`src/rtl/simon_pkg.sv`:
```
// Shared Simon 128/256 constants, FSM state type and round/key-schedule helpers.
// The encryption core reuses the same functions.
package simon_pkg;

  localparam int unsigned N         = 64;
  localparam int unsigned ROUNDS    = 72;
  localparam int unsigned KEY_WORDS = 4;
  localparam logic [63:0] Z         = 64'h3DC94C3A046D678B;

  typedef enum logic [1:0] {StIdle, StExpand, StDecrypt, StDone} state_e;

  function automatic logic [N-1:0] rol(input logic [N-1:0] a, input int unsigned s);
    return (a << s) | (a >> (N - s));
  endfunction

  function automatic logic [N-1:0] ror(input logic [N-1:0] a, input int unsigned s);
    return (a >> s) | (a << (N - s));
  endfunction

  function automatic logic [N-1:0] simon_f(input logic [N-1:0] a);
    return rol(a, 2) ^ (rol(a, 1) & rol(a, 8));
  endfunction

  // Index only reaches 0..67 in valid operation, so one mod 62 is exact.
  function automatic logic z_bit(input logic [6:0] idx);
    logic [5:0] m;
    m = 6'(idx % 7'd62);
    return Z[m];
  endfunction

  function automatic logic [N-1:0] key_mix(input logic [N-1:0] k3, input logic [N-1:0] k1);
    logic [N-1:0] t;
    t = ror(k3, 3) ^ k1;
    return t ^ ror(t, 1);
  endfunction

  // k[j+4] from k[j+3], k[j+1], k[j].
  function automatic logic [N-1:0] key_fwd(input logic [N-1:0] k3, input logic [N-1:0] k1,
                                           input logic [N-1:0] k0, input logic [6:0] idx);
    return ~k0 ^ 64'h3 ^ key_mix(k3, k1) ^ {63'b0, z_bit(idx)};
  endfunction

  // k[i] from k[i+4], k[i+3], k[i+1].
  function automatic logic [N-1:0] key_inv(input logic [N-1:0] k4, input logic [N-1:0] k3,
                                           input logic [N-1:0] k1, input logic [6:0] idx);
    return ~(k4 ^ 64'h3 ^ key_mix(k3, k1) ^ {63'b0, z_bit(idx)});
  endfunction

endpackage

```
`src/rtl/simon_decrypt_if.sv`:
```
// Start/done control and data bus of the Simon decryption core.
interface simon_decrypt_if;
  logic         start;
  logic [255:0] keys;
  logic [127:0] in;
  logic [127:0] out;
  logic         done;
  logic         busy;

  modport master (output start, keys, in, input out, done, busy);
  modport slave  (input start, keys, in, output out, done, busy);
endinterface

```
`src/rtl/simon_key_window.sv`:
```
// Four-word sliding key window: steps the schedule forward during expansion and
// regenerates earlier round keys backwards during decryption.
module simon_key_window
  import simon_pkg::*;
(
  input  logic           clk,
  input  logic           res,
  input  logic           load_i,
  input  logic           fwd_i,
  input  logic           back_i,
  input  logic [6:0]     idx_i,
  input  logic [255:0]   keys_i,
  output logic [N-1:0]   top_o
);

  logic [3:0][N-1:0] win_q, win_d;

  always_comb begin
    win_d = win_q;
    if (load_i) begin
      win_d = keys_i;
    end else if (fwd_i) begin
      win_d = {key_fwd(win_q[3], win_q[1], win_q[0], idx_i), win_q[3:1]};
    end else if (back_i) begin
      win_d = {win_q[2:0], key_inv(win_q[3], win_q[2], win_q[0], idx_i)};
    end
  end

  always_ff @(posedge clk) begin
    if (res) begin
      win_q <= '0;
    end else begin
      win_q <= win_d;
    end
  end

  assign top_o = win_q[3];

endmodule

```
`src/rtl/simon_decrypt.sv`:
```
// Simon 128/256 decryption core: 68-cycle forward key expansion, then 72 inverse
// rounds consuming round keys from the window in reverse order.
module simon_decrypt
  import simon_pkg::*;
(
  input logic            clk,
  input logic            res,
  simon_decrypt_if.slave bus
);

  localparam logic [6:0] LastExpand = 7'(ROUNDS - KEY_WORDS - 1);
  localparam logic [6:0] LastRound  = 7'(ROUNDS - 1);

  state_e         state_q, state_d;
  logic [6:0]     ctr_q, ctr_d;
  logic [N-1:0]   u_q, u_d, l_q, l_d;
  logic           load, fwd, back;
  logic [6:0]     key_idx;
  logic [N-1:0]   k_top;

  simon_key_window u_key_window (
    .clk    (clk),
    .res    (res),
    .load_i (load),
    .fwd_i  (fwd),
    .back_i (back),
    .idx_i  (key_idx),
    .keys_i (bus.keys),
    .top_o  (k_top)
  );

  always_comb begin
    state_d = state_q;
    ctr_d   = ctr_q;
    u_d     = u_q;
    l_d     = l_q;
    load    = 1'b0;
    fwd     = 1'b0;
    back    = 1'b0;
    key_idx = ctr_q;
    unique case (state_q)
      StIdle, StDone: begin
        if (bus.start) begin
          load    = 1'b1;
          u_d     = bus.in[127:64];
          l_d     = bus.in[63:0];
          ctr_d   = '0;
          state_d = StExpand;
        end
      end
      StExpand: begin
        fwd = 1'b1;
        if (ctr_q == LastExpand) begin
          ctr_d   = LastRound;
          state_d = StDecrypt;
        end else begin
          ctr_d = ctr_q + 7'd1;
        end
      end
      StDecrypt: begin
        back    = 1'b1;
        // Wraps for r<4; the regenerated key is never used then.
        key_idx = ctr_q - 7'd4;
        u_d     = l_q ^ k_top ^ simon_f(u_q);
        l_d     = u_q;
        if (ctr_q == '0) begin
          state_d = StDone;
        end else begin
          ctr_d = ctr_q - 7'd1;
        end
      end
    endcase
  end

  always_ff @(posedge clk) begin
    if (res) begin
      state_q <= StIdle;
      ctr_q   <= '0;
      u_q     <= '0;
      l_q     <= '0;
    end else begin
      state_q <= state_d;
      ctr_q   <= ctr_d;
      u_q     <= u_d;
      l_q     <= l_d;
    end
  end

  assign bus.out  = {u_q, l_q};
  assign bus.done = (state_q == StDone);
  assign bus.busy = (state_q == StExpand) || (state_q == StDecrypt);

endmodule

```
`src/flat_wrapper.sv`:
```
// flat-port wrapper written by rule: the top's interface ports become plain ports
module simon_decrypt_flat import simon_pkg::*;
  (clk, res, bus_start, bus_keys, bus_in, bus_out, bus_done, bus_busy);
  simon_decrypt_if bus_i ();
  input logic clk;
  input logic res;
  input wire logic [$bits(bus_i.start)-1:0] bus_start;
  input wire logic [$bits(bus_i.keys)-1:0] bus_keys;
  input wire logic [$bits(bus_i.in)-1:0] bus_in;
  output wire logic [$bits(bus_i.out)-1:0] bus_out;
  output wire logic [$bits(bus_i.done)-1:0] bus_done;
  output wire logic [$bits(bus_i.busy)-1:0] bus_busy;
  assign bus_i.start = bus_start;
  assign bus_i.keys = bus_keys;
  assign bus_i.in = bus_in;
  assign bus_out = bus_i.out;
  assign bus_done = bus_i.done;
  assign bus_busy = bus_i.busy;
  simon_decrypt u_core (.clk(clk), .res(res), .bus(bus_i));
endmodule
```
`config.mk`:
```
export PLATFORM = sky130hd
export DESIGN_NAME = simon_decrypt_flat
export DESIGN_NICKNAME = d
export VERILOG_FILES = /design/src/rtl/simon_pkg.sv /design/src/rtl/simon_decrypt_if.sv /design/src/rtl/simon_key_window.sv /design/src/rtl/simon_decrypt.sv /design/src/flat_wrapper.sv
export SDC_FILE = /design/constraint.sdc
export NUM_CORES = 1
export LEC_CHECK = 0
export ABC_CLOCK_PERIOD_IN_PS = 14080
export CAP_MARGIN = 20
export CORE_AREA = 2 2 225 227
export DETAILED_ROUTE_END_ITERATION = 10
export DIE_AREA = 0 0 227 229
export PLACE_DENSITY = 0.84
export SYNTH_ARGS = -nofsm -noshare
export SYNTH_HDL_FRONTEND = slang
export SYNTH_HIERARCHICAL = 1
export SYNTH_SLANG_ARGS = --single-unit
```
`constraint.sdc`:
```
create_clock -name clk -period 14.08 [get_ports clk]
set_input_delay 3.52 -clock clk [delete_from_list [all_inputs] [get_ports clk]]
set_output_delay 3.52 -clock clk [all_outputs]
set_load 0.005 [all_outputs]
```
==> results of run 1 <==
## synth_stat cells (all sizes together), types with 3 or more instances
cell    instances  area [um2]
nand3           7        35.0
a311o           5        50.1
nor2          715        2690
mux2i         258        2580
o211ai          5        37.5
nor4b           3        26.3
a31oi           3        18.8
xor2          255        2230
nand3b          3        22.5
nor2b          65         407
nand2b         70         438
xnor3          64        1440
o31ai           3        22.5
inv            17        63.8
dfxtp         393        7870
nand4           3        18.8
o22ai          65         407
a21oi         461        2310
xnor2         263        2300
o21ai           9        45.0
ha             15         188
o211a           4        40.0
mux2            3        37.5
clkbuf        161         604
nand2         149         559
a211oi        193        1450
buf           152         883
nor3            4        20.0
## sequential cells by signal (all words and copies together) (netlist names)
name and cells:
u_core/u_q 64, u_core/l_q 64, u_core/u_key_window/top_o 64, u_core/state_q 2, u_core/ctr_q 7, u_core/u_key_window/win_q 192
## through the flow
stage | cells | setup slack [ns] | utilization | instance area, um2 | power, mW
6_report | 4380 | 7.35 | 0.673 | 33400 | 8.23
5_1_grt | 4376 | 7.15 | 0.673 | 33400 | 8.79
4_1_cts | 4353 | 7.48 | 0.672 | 33400 | 8.17
3_5_place_dp | 4269 | 6.87 | 0.640 | 31800 | 6.86
3_3_place_gp | 4269 | 6.94 | 0.640 | 31800 | 6.74
2_1_floorplan | 3377 | 9.29 | - | 27100 | 5.79
## area by class of cell
type                       count  area, um2  share of cell area
antenna                       27       67.6             0.00202
clock buffer                  69       1370              0.0409
clock inverter                15        211             0.00632
inverter                      17       63.8             0.00191
multi-input combinational   2654      17700               0.529
sequential                   393       7870               0.235
tap                          672        841              0.0251
timing repair buffer         533       5340               0.160
## power by group through the flow
stage / clock, mW / combinational (mW) / sequential (mW)
floorplan: 0 / 3.79 / 2.00
global placement: 0 / 4.42 / 2.33
detailed placement: 0 / 4.53 / 2.34
CTS: 1.28 / 4.57 / 2.31
global route: 1.32 / 5.09 / 2.38
finish: 1.27 / 4.62 / 2.34
## path summary, 6_finish.rpt
kind                     start                            to  slack, ns  depth (start not counted)
max                  bus_start                 u_core/u_q[8]       7.35                          8
min             u_core/l_q[55]                u_core/l_q[55]       0.52                          2
max reg2reg  u_core/state_q[0]  u_core/u_key_window/top_o[0]       8.20                         19
min reg2reg     u_core/l_q[55]                u_core/l_q[55]       0.52                          2
## layer usage
layer	wire length [um]	global-route usage	part of all wire	up-vias
li1	-	-	-	12000
met1	36600	0.422	0.43	11500
met2	37700	0.471	0.44	1084
met3	7400	0.0726	0.086	215
met4	4020	0.166	0.047	18
met5	106	0	0.0012	-
## worst reg2reg max path, cell delays in order (launching register included)
cell and delay (ns):
dfxtp_1 0.36, inv_1 0.14, ha_4 0.62, nand2_1 0.35, nor3_1 0.27, xor2_1 0.65
inv_1 0.20, o21a_1 0.23, ha_1 0.27, and4_4 0.23, o31ai_1 0.45, nor2_2 0.22
ha_1 0.27, inv_1 0.07, nor2_1 0.04, mux2_4 0.27, o32ai_1 0.34, o211a_1 0.34
xnor2_1 0.11, a311o_1 0.34
## kinds of logic after synthesis
kind of cell / Yosys count / share of synthesized area
AO/OA/AOI/OAI: 767 / 0.168
AND/OR/NAND/NOR: 1029 / 0.159
buffers and inverters: 330 / 0.0573
multiplexers: 261 / 0.0968
adder cells (fa/ha/maj): 15 / 0.00694
flip-flops: 393 / 0.291
XOR/XNOR: 582 / 0.221
==> impl_results.md, run 1 <==
- Port Buffers: 516
- Worst EP arrival: 7.23 ns
- Clk_lat worst skew: 0.59 ns
- Post-DP HPWL: 60.3 mm
- Commonest non-fill, non-tap cell in the layout: nor2_1
- Max-cap violation count: 0
- Die footprint: 52000 um2
- Post-synth top flop: dfxtp_1
- Post-layout nets: 4047
- CP peak stage delay: 0.76 ns
- Routed Antenna Nets: 0
- Delay-heaviest family, CP: buffers and inverters
- Fin Setup TNS: 0 ns
- Rows: 82
- Vias/cell: 5.66
- Crit start category: input port
- Initial Util: 0.545
- Pwr Density: 246 nW/um2
- Post-synth EDFFs: 0
- Unrepaired setup endpoints after global routing: no
- Reg power frac: 0.285
- Worst-path cell chain: clkdlybuf4s50_1 > and2_4 > a21o_4 > buf_4 > buf_4 > nand2b_2 > buf_4 > o22ai_1
- Internal power of the cells: 4.60 mW
- P_leak: 13.3 nW
- # IOs: 517
- Synth Register Bits: 393
- Seq/Total Area, Yosys: 0.291
- Worst hold margin: 0.520 ns
- Commonest non-fill, non-tap cells in the layout: nor2_1 (714), clkdlybuf4s50_1 (515), a21oi_1 (460)
- Syn_area_per_cell: 8.01 um2
- DRC errors left: 0
- CTS Buf Count: 46
- Critical path class: input port to register
- Peak supply drop: 0.214 mV
- Period minus WS final: 6.73 ns
- Initial DRT Pass Iterations: 6
- Required time of the critical path: 14.58 ns
- Outcome: finished, final reports clean
- Cells after Synth: 3377
- Clk slew on worst S/H paths: 0.06 ns
- Logic pwr share: 0.562
- Setup Viol. Count Final: 0
- CTS tree: yes
- Global-route wire length before repair: 129 mm
- Clock power frac: 0.154
- Starting DRT DRC Count: 2396
- Period utilization: 0.478
- Antenna violations before repair: 37
- Layout cells sized above 1: 0.0291
- CTS root buf: clkbuf_16
- Syn_nets: 3779
- CTS H-tree lvls: 2
- Slew HR: 0.109
- Final Hold Vio Count: 0
- CP max stage cell: buf_4
- Core box area: 49700 um2
- Max Freq: 149 MHz
- Grt ovf: 0
- Largest net degree at the start of global routing: 269
- Crit-path most repeated cell: buf_4
- Crit Path Max Fanout: 88
- Vias in the first global route: 22700
- Hold Buf Count CTS: 0
- Hold crit path type: register to register
- Post-CTS setup buffers: 0
- Die Ht: 229 um
- WL final: 85.8 mm
- Ys async rst share: 0
- Via Count: 24800
- WP buf/inv: 4
- Setup Skew: 0.0202 ns
- Total track usage: 0.315
- Synthesized area: 27100 um2
- DR WL/cell: 19.6 um
- Die W: 227 um
- Worst-Margin Slew: 1.34 ns
- Max Slew Vio Count: 0
- P&R area growth vs syn: 23.6%
- P_sw: 3.64 mW
- Clock Sinks: 393
- Post-CTS sizing: 0
- YS warnings: 6
- Max Root-Sink Buffers: 3
- Fillers: 4007
- Crit end category: register
- Gpl congestion: 0.900
- Yosys cell types: 59
- Switching Fraction: 0.442
No activity file was read; power rests on OpenSTA's default activity.
==> inputs of run 2 (changes only) <==
--- a/config.mk
+++ b/config.mk
@@ -5,12 +5,12 @@
 export SDC_FILE = /design/constraint.sdc
 export NUM_CORES = 1
 export LEC_CHECK = 0
-export ABC_CLOCK_PERIOD_IN_PS = 14080
+export ABC_CLOCK_PERIOD_IN_PS = 5400
 export CAP_MARGIN = 20
-export CORE_AREA = 2 2 225 227
+export CORE_AREA = 2 2 241 243
 export DETAILED_ROUTE_END_ITERATION = 10
-export DIE_AREA = 0 0 227 229
-export PLACE_DENSITY = 0.84
+export DIE_AREA = 0 0 243 245
+export PLACE_DENSITY = 0.78
 export SYNTH_ARGS = -nofsm -noshare
 export SYNTH_HDL_FRONTEND = slang
 export SYNTH_HIERARCHICAL = 1
==> constraint.sdc (replaced) <==
create_clock -name clk -period 5.4 [get_ports clk]
set_input_delay 1.35 -clock clk [delete_from_list [all_inputs] [get_ports clk]]
set_output_delay 1.35 -clock clk [all_outputs]
set_load 0.005 [all_outputs]
==> run 2 against run 1 <==
  * Final area is 0.54% higher
  * First-iteration DRC count is 4.5% lower
  * Sequential share of layout area is 0.13 points lower
  * Highest routed layer unchanged
  * Hold slack worse by 0.0025 ns
  * Critical path depth is 9 higher
  * Clock power grew to 2.6 times the previous value
  * Global-route usage is 3.6 points lower
  * Cell count is 2.0% higher
  * Combinational power grew to 2.6 times the previous value
  * Sequential power grew to 2.6 times the previous value
  * Worst setup slack worse by 6.9 ns
==> impl_results.md, run 2 (synthesized netlist as in run 1, its figures left out) <==
- P&R area growth vs syn: 24.2%
- Crit start category: register
- Layout cells sized above 1: 0.0310 (+0.00188)
- Worst r2r path cells: 17 (-2)
- Total track usage: 0.279 (-0.0361)
- Slew HR: 0.243 (+0.134)
- Largest register FFs: 192 (unchanged)
- Routed Antenna Nets: 0 (unchanged)
- Reg2Reg Setup Slack: 0.47 ns (-7.73 ns)
- # IOs: 517 (unchanged)
- Unrepaired setup endpoints after global routing: no
- Post-layout nets: 4051 (+0.099%)
- Crit. path cell count: 17 (+9)
- Required time of the critical path: 5.88 ns (-8.70 ns)
- CTS Buf Count: 48 (+4.3%)
- Critical path class: register to register
- Starting DRT DRC Count: 2289 (-4.5%)
- Crit-path most repeated cell: ha_1
- WL final: 87.8 mm (+2.3%)
- Crit Path Max Fanout: 12 (-86%)
- Die W: 243 um (+7.0%)
- Commonest non-fill, non-tap cell in the layout: nor2_1
- WP buf/inv: 2 (-2)
- Crit end category: register
- CTS H-tree lvls: 2 (unchanged)
- P_sw: 9.48 mW (+160%)
- Rows: 88 (+7.3%)
- DP Worst Slack: 0.613 ns (-6.26 ns)
- GR Util met2: 0.429 (-0.0414)
- Hold_sp: u_core/l_q[35]
- Global-route wire length before repair: 131 mm (+1.7%)
- Antenna violations before repair: 35 (-5.4%)
- Core box area: 57000 um2 (+15%)
- Clock Sinks: 393 (unchanged)
- Fin worst setup slack: 0.472 ns (-6.88 ns)
- Hold Buf Count CTS: 0 (unchanged)
- Via Count: 24600 (-0.78%)
- CP Launch Point: u_core/ctr_q[3]
- Worst-Margin Slew: 1.14 ns (-0.201 ns)
- Outcome: finished, final reports clean
- GRT busiest layer: met2
- Period minus WS final: 4.93 ns
- Fin Setup TNS: 0 ns (unchanged)
- DRC errors left: 0 (unchanged)
- Setup Skew: 0.0249 ns (+0.00462 ns)
- Max Freq: 203 MHz
- Max-cap violation count: 0 (unchanged)
- Final Util: 0.589 (-0.0839)
- Switching Fraction: 0.442 (+0.000540)
- Grt ovf: 0 (unchanged)
- Setup Viol. Count Final: 0 (unchanged)
- Crit path to: u_core/u_key_window/top_o[0]
- Pwr Density: 638 nW/um2 (+160%)
- Peak supply drop: 0.625 mV (+190%)
- CTS root buf: clkbuf_16
- Initial Util: 0.474 (-0.0705)
- Hold crit path type: register to register
- Clk_lat worst skew: 0.60 ns (about the same)
- Period utilization: 0.913
- P_leak: 13.4 nW (+0.25%)
- Post-DP HPWL: 62.2 mm (+3.2%)
- CTS tree: yes
- Worst EP arrival: 5.41 ns (-1.82 ns)
- Logic pwr share: 0.562 (about the same)
- Max Slew Vio Count: 0 (unchanged)
- CP peak stage delay: 0.55 ns (-0.21 ns)
- Delay-heaviest family, CP: compound AO/OA/AOI/OAI gates
- Die Ht: 245 um (+7.0%)
- Vias/cell: 5.50 (-2.8%)
- Largest net degree at the start of global routing: 254 (-5.6%)
- Post-CTS sizing: 0 (unchanged)
- Final Hold Vio Count: 0 (unchanged)
- Met1 Track Usage GR: 0.382 (-0.0406)
- Clock power frac: 0.152 (-0.002)
- Die footprint: 59500 um2 (+15%)
- Commonest non-fill, non-tap cells in the layout: nor2_1 (714), clkdlybuf4s50_1 (515), a21oi_1 (460)
- Largest reg by FF count: u_core/u_key_window/win_q
- Clk slew on worst S/H paths: 0.06 ns (about the same)
- Worst-path cell chain: inv_1 > ha_1 > a21oi_1 > nand3_1 > o21a_1 > ha_1 > and4_4 > o31ai_1 > nor2_2 > ha_1 > inv_1 > nor2_1 > mux2_4 > o32ai_1 > o211a_1 > xnor2_1 > a311o_1
- Critical R2R Launch: u_core/ctr_q[3]
- Reg power frac: 0.286 (about the same)
- Worst R2R End: u_core/u_key_window/top_o[0]
- DR WL/cell: 19.6 um (+0.30%)
- Max Root-Sink Buffers: 3 (unchanged)
- CP max stage cell: dfxtp_1
- Port Buffers: 516 (unchanged)
- Met3 Use GR: 0.0600 (-0.0126)
- Initial DRT Pass Iterations: 6 (unchanged)
- Gpl congestion: 0.891 (-1.0%)
- Vias in the first global route: 22200 (-2.1%)
- Internal power of the cells: 12.0 mW (+160%)
- Post-CTS setup buffers: 0 (unchanged)
run 2: cell count changes in the layout (fill, tap and decap cells not counted), sizes merged:
| cell | previous run | this run |
|---|---|---|
| inv | 18 | 20 |
| clkinv | 9 | 11 |
| clkbuf | 69 | 67 |
| clkinvlp | 0 | 1 |
| bufinv | 5 | 2 |
| diode | 27 | 21 |
| buf | 18 | 20 |
run 2: cell type report:
class                           instances  area, um2
Timing Repair Buffer                  535       5430
Clock buffer                           67       1410
Multi-Input combinational cell       2654      17700
Fill cell                            5093      23400
Antenna cell                           21       52.6
Sequential cell                       393       7870
Inverter                               17       63.8
Clock inverter                         17        156
Tap cell                              765        957
run 2: power by group through the flow:
stage                     Combinational [mW]  Sequential (mW)  Clock [mW]
after floorplan                         9.89             5.20           0
after global placement                  11.6             6.11           0
after detailed placement                11.9             6.13           0
after CTS                               12.0             6.07        3.32
after global routing                    13.2             6.24        3.43
final                                   12.0             6.13        3.26
run 2: how the worst min path moves through the flow:
stage               slack [ns]  cells past startpoint              to
floorplan                 0.51                      2   u_core/l_q[0]
global placement          0.50                      2  u_core/l_q[21]
detailed placement        0.51                      2  u_core/l_q[38]
CTS                       0.52                      2  u_core/l_q[38]
global route              0.54                      2  u_core/l_q[38]
finish                    0.52                      2  u_core/l_q[35]
run 2: per-layer routing:
layer,up-vias,routed length [um]
met5,-,160
li1,12000,-
met4,26,3170
met2,912,39100
met3,182,6590
met1,11500,38800
run 2: through the flow:
| stage | total power, mW | area, um2 | hold WS [ns] | cells |
|---|---|---|---|---|
| 2_1_floorplan | 15.1 | 27100 | 0.507 | 3377 |
| 3_3_place_gp | 17.7 | 32000 | 0.501 | 4364 |
| 3_5_place_dp | 18.0 | 32000 | 0.511 | 4364 |
| 4_1_cts | 21.3 | 33600 | 0.520 | 4448 |
| 5_1_grt | 22.9 | 33600 | 0.544 | 4469 |
| 6_report | 21.4 | 33600 | 0.517 | 4469 |
run 2: worst register-to-register path, cell delays in order, from the launching register on:
cell     delay (ns)
dfxtp_1        0.55
inv_1          0.15
ha_1           0.30
a21oi_1        0.47
nand3_1        0.28
o21a_1         0.25
ha_1           0.28
and4_4         0.24
o31ai_1        0.42
nor2_2         0.21
ha_1           0.26
inv_1          0.08
nor2_1         0.05
mux2_4         0.27
o32ai_1        0.32
o211a_1        0.26
xnor2_1        0.09
a311o_1        0.34
==> inputs of run 3 (changes only) <==
--- a/config.mk
+++ b/config.mk
@@ -5,11 +5,12 @@
 export SDC_FILE = /design/constraint.sdc
 export NUM_CORES = 1
 export LEC_CHECK = 0
+export ABC_AREA = 1
 export ABC_CLOCK_PERIOD_IN_PS = 5400
 export CAP_MARGIN = 20
-export CORE_AREA = 2 2 241 243
+export CORE_AREA = 2 2 240 242
 export DETAILED_ROUTE_END_ITERATION = 10
-export DIE_AREA = 0 0 243 245
+export DIE_AREA = 0 0 242 244
 export PLACE_DENSITY = 0.78
 export SYNTH_ARGS = -nofsm -noshare
 export SYNTH_HDL_FRONTEND = slang
==> constraint.sdc (replaced) <==
create_clock -name clk -period 5.4 [get_ports clk]
set_input_delay 1.08 -clock clk [delete_from_list [all_inputs] [get_ports clk]]
set_output_delay 1.08 -clock clk [all_outputs]
set_load 0.005 [all_outputs]
==> run 3 against run 2 <==
  * Via count up 13%
  * Fmax up 19%
  * Hold slack better by 0.0028 ns
  * Non-clock buffer count up 1
  * Critical path depth up 8
  * Utilization down 0.56 points
  * Sequential share of layout area up 0.59 points
  * Sequential power down 3.4%
  * Combinational power about the same
  * Largest cell class unchanged
  * Highest routed layer unchanged
==> impl_results.md, run 3 <==
- Outcome: finished, final reports clean
- Max Root-Sink Buffers: 3 (unchanged)
- Global-route wire length before repair: 144 mm (+10%)
- Area leader, netlist: dfxtp_1
- Slew HR: 0.208 (-0.0350)
- Post-CTS setup buffers: 0 (unchanged)
- Top-count cell post-synth: nand2_1
- Hold crit path type: register to register
- Yosys cell types: 38 (-36%)
- Peak supply drop: 0.447 mV (-29%)
- Clk_lat worst skew: 0.60 ns (about the same)
- WL final: 94.8 mm (+7.9%)
- Period utilization: 0.770 (-0.143)
- P&R area growth vs syn: 22.0%
- DRC errors left: 0 (unchanged)
- Switching Fraction: 0.486 (+0.0441)
- Fin worst setup slack: 1.24 ns (+0.772 ns)
- Vias/cell: 5.60 (+1.7%)
- Starting DRT DRC Count: 3100 (+35%)
- Syn_nets: 4377 (+16%)
- Initial Util: 0.478 (+0.00393)
- Largest net degree at the start of global routing: 203 (-20%)
- Largest reg by FF count: u_core/u_key_window/win_q
- Antenna violations before repair: 17 (-51%)
- Largest register FFs: 192 (unchanged)
- Routed Antenna Nets: 0 (unchanged)
- Clock Sinks: 393 (unchanged)
- CTS root buf: clkbuf_16
- Hold Buf Count CTS: 0 (unchanged)
- Final Hold Vio Count: 0 (unchanged)
- Die footprint: 59000 um2 (-0.82%)
- Core box area: 56200 um2 (-1.5%)
- Crit end category: register
- Setup Viol. Count Final: 0 (unchanged)
- Layout cells sized above 1: 0.0295 (-0.00144)
- Post-synth top flop: dfxtp_1
- Fillers: 5212 (+2.3%)
- Worst EP arrival: 4.59 ns (-0.82 ns)
- Clock power frac: 0.145 (-0.007)
- Post-synth EDFFs: 0 (unchanged)
- Critical path class: register to register
- DR WL/cell: 19.1 um (-3.0%)
- Initial DRT Pass Iterations: 6 (unchanged)
- Setup Skew: 0.0261 ns (+0.00129 ns)
- Ys async rst share: 0 (unchanged)
- # IOs: 517 (unchanged)
- Worst-Margin Slew: 1.19 ns (+0.0525 ns)
- Placed Cells incl. Taps: 4881 (+12%)
- Post-CTS sizing: 0 (unchanged)
- Seq/Total Area, Yosys: 0.293 (+0.00206)
- Most frequent cells after synthesis: nand2_1 (975), dfxtp_1 (393), inv_1 (350)
- DP Worst Slack: 1.27 ns (+0.653 ns)
- Fin Setup TNS: 0 ns (unchanged)
- Port Buffers: 516 (unchanged)
- Final Util: 0.584 (-0.00562)
- Synth Register Bits: 393 (unchanged)
- Logic pwr share: 0.573 (+0.011)
- Post-layout nets: 4574 (+13%)
- Grt ovf: 0 (unchanged)
- Synth area leaders: dfxtp_1 (29%), nand2_1 (14%), xnor2_1 (8.2%), xor2_1 (6.5%), a21oi_1 (6.1%)
- Max Slew Vio Count: 0 (unchanged)
- CTS Buf Count: 45 (-6.3%)
- Max Freq: 241 MHz (+19%)
- Post-DP HPWL: 66.6 mm (+7.0%)
- P_leak: 12.0 nW (-10%)
- Top cell type's share of synthesized area: 0.293 (+0.00206)
- Reg2Reg Setup Slack: 1.24 ns (+0.77 ns)
- Syn_area_per_cell: 6.76 um2 (-16%)
- Via Count: 27800 (+13%)
- Die W: 242 um (-0.41%)
- Clk slew on worst S/H paths: 0.06 ns (about the same)
- Cells after Synth: 3975 (+18%)
- Vias in the first global route: 25000 (+13%)
- Gpl congestion: 0.906 (+1.7%)
- Reg power frac: 0.282 (-0.004)
- Pwr Density: 640 nW/um2 (+0.41%)
- P_sw: 10.2 mW (+7.7%)
- Required time of the critical path: 5.83 ns (-0.05 ns)
- Crit Path Max Fanout: 17 (+5)
- Commonest non-fill, non-tap cell in the layout: nand2_1
- Internal power of the cells: 10.8 mW (-9.8%)
- Period minus WS final: 4.16 ns (-0.772 ns)
- CTS H-tree lvls: 2 (unchanged)
- CTS tree: yes
- Final cell count without fillers: 4973 (+11%)
- Commonest non-fill, non-tap cells in the layout: nand2_1 (975), clkdlybuf4s50_1 (515), dfxtp_1 (393)
- Total track usage: 0.304 (+0.0253)
- YS warnings: 6 (unchanged)
- Die Ht: 244 um (-0.41%)
- Unrepaired setup endpoints after global routing: no
- Power Total: 21.0 mW (-2.1%)
- Synthesized area: 26900 um2 (-0.70%)
- Crit start category: register
- Max-cap violation count: 0 (unchanged)
- Rows: 87 (-1.1%)
==> run 3: cell count changes after synthesis, moves of 65 or more <==
| cell | previous run | this run |
|---|---|---|
| a211oi_1 | 192 | 2 |
| a21oi_1 | 460 | 328 |
| o211ai_1 | 5 | 128 |
| nand2_1 | 149 | 975 |
| o22ai_1 | 65 | 0 |
| inv_1 | 17 | 350 |
| nand2b_1 | 70 | 0 |
| nand3_1 | 7 | 96 |
| mux2i_1 | 258 | 0 |
| o21ai_0 | 7 | 208 |
| nor2_1 | 714 | 218 |
| a31oi_1 | 3 | 189 |
| nor2b_1 | 65 | 0 |
| a221oi_1 | 2 | 126 |
==> run 3: power by group through the flow <==
stage	combinational, mW	sequential, mW	clock, mW
2_1_floorplan	9.65	4.90	0
3_3_place_gp	11.6	5.89	0
3_5_place_dp	11.8	5.92	0
4_1_cts	11.9	5.86	3.08
5_1_grt	13.3	6.04	3.19
6_report	12.0	5.92	3.05
==> run 3: final cells by class <==
cell class | count | area, um2 | area share
antenna | 15 | 37.5 | 0.00114
clock buffer | 70 | 1300 | 0.0397
clock inverter | 7 | 111 | 0.00340
inverter | 357 | 1360 | 0.0413
multi-input combinational | 2839 | 15800 | 0.480
sequential | 393 | 7870 | 0.240
tap | 756 | 946 | 0.0288
timing repair buffer | 536 | 5420 | 0.165
==> run 3: kinds of logic after synthesis <==
kind of cell / synth area share
simple gates: 0.196
flops: 0.293
fa+ha+maj: 0.00698
compound gates: 0.235
buf+inv: 0.123
xor+xnor: 0.147
==> run 3: per-stage QoR <==
stage	instance area, um2	hold WS [ns]
after floorplan	26900	0.484
after global placement	31300	0.510
after detailed placement	31300	0.515
after CTS	32800	0.523
after global routing	32800	0.536
final	32800	0.520
==> run 3: per-layer routing <==
metal  vias to the layer above  routed length, um  track usage
met5                         -                 18            0
met4                         4               3320        0.124
met3                       172               7700       0.0378
met2                      1328              41800        0.465
met1                     12800              41900        0.433
li1                      13500                  -            -
==> run 3: final timing paths <==
path / start / endpoint / cells past startpoint
setup / recovery: u_core/state_q[0] / u_core/u_key_window/top_o[0] / 25
hold / removal: u_core/u_key_window/win_q[126] / u_core/u_key_window/win_q[126] / 2
setup reg to reg: u_core/state_q[0] / u_core/u_key_window/top_o[0] / 25
hold reg to reg: u_core/u_key_window/win_q[126] / u_core/u_key_window/win_q[126] / 2
==> run 3: worst max-delay path, stage by stage, from the launching register on <==
cell	delay, ns
dfxtp_1	0.43
inv_1	0.12
ha_4	0.24
inv_2	0.31
o21ai_0	0.35
nand2_2	0.22
nor2_1	0.08
nor2_1	0.24
ha_1	0.27
inv_1	0.07
nor2_1	0.13
nand3_2	0.18
nand3_1	0.18
nand2_2	0.11
ha_1	0.31
inv_1	0.04
nor2_1	0.10
nor2_1	0.05
nor2_1	0.11
nor2_2	0.05
nand2_2	0.07
nand2_1	0.07
nand2_1	0.06
nand3_1	0.06
nand2_1	0.11
a21oi_2	0.05
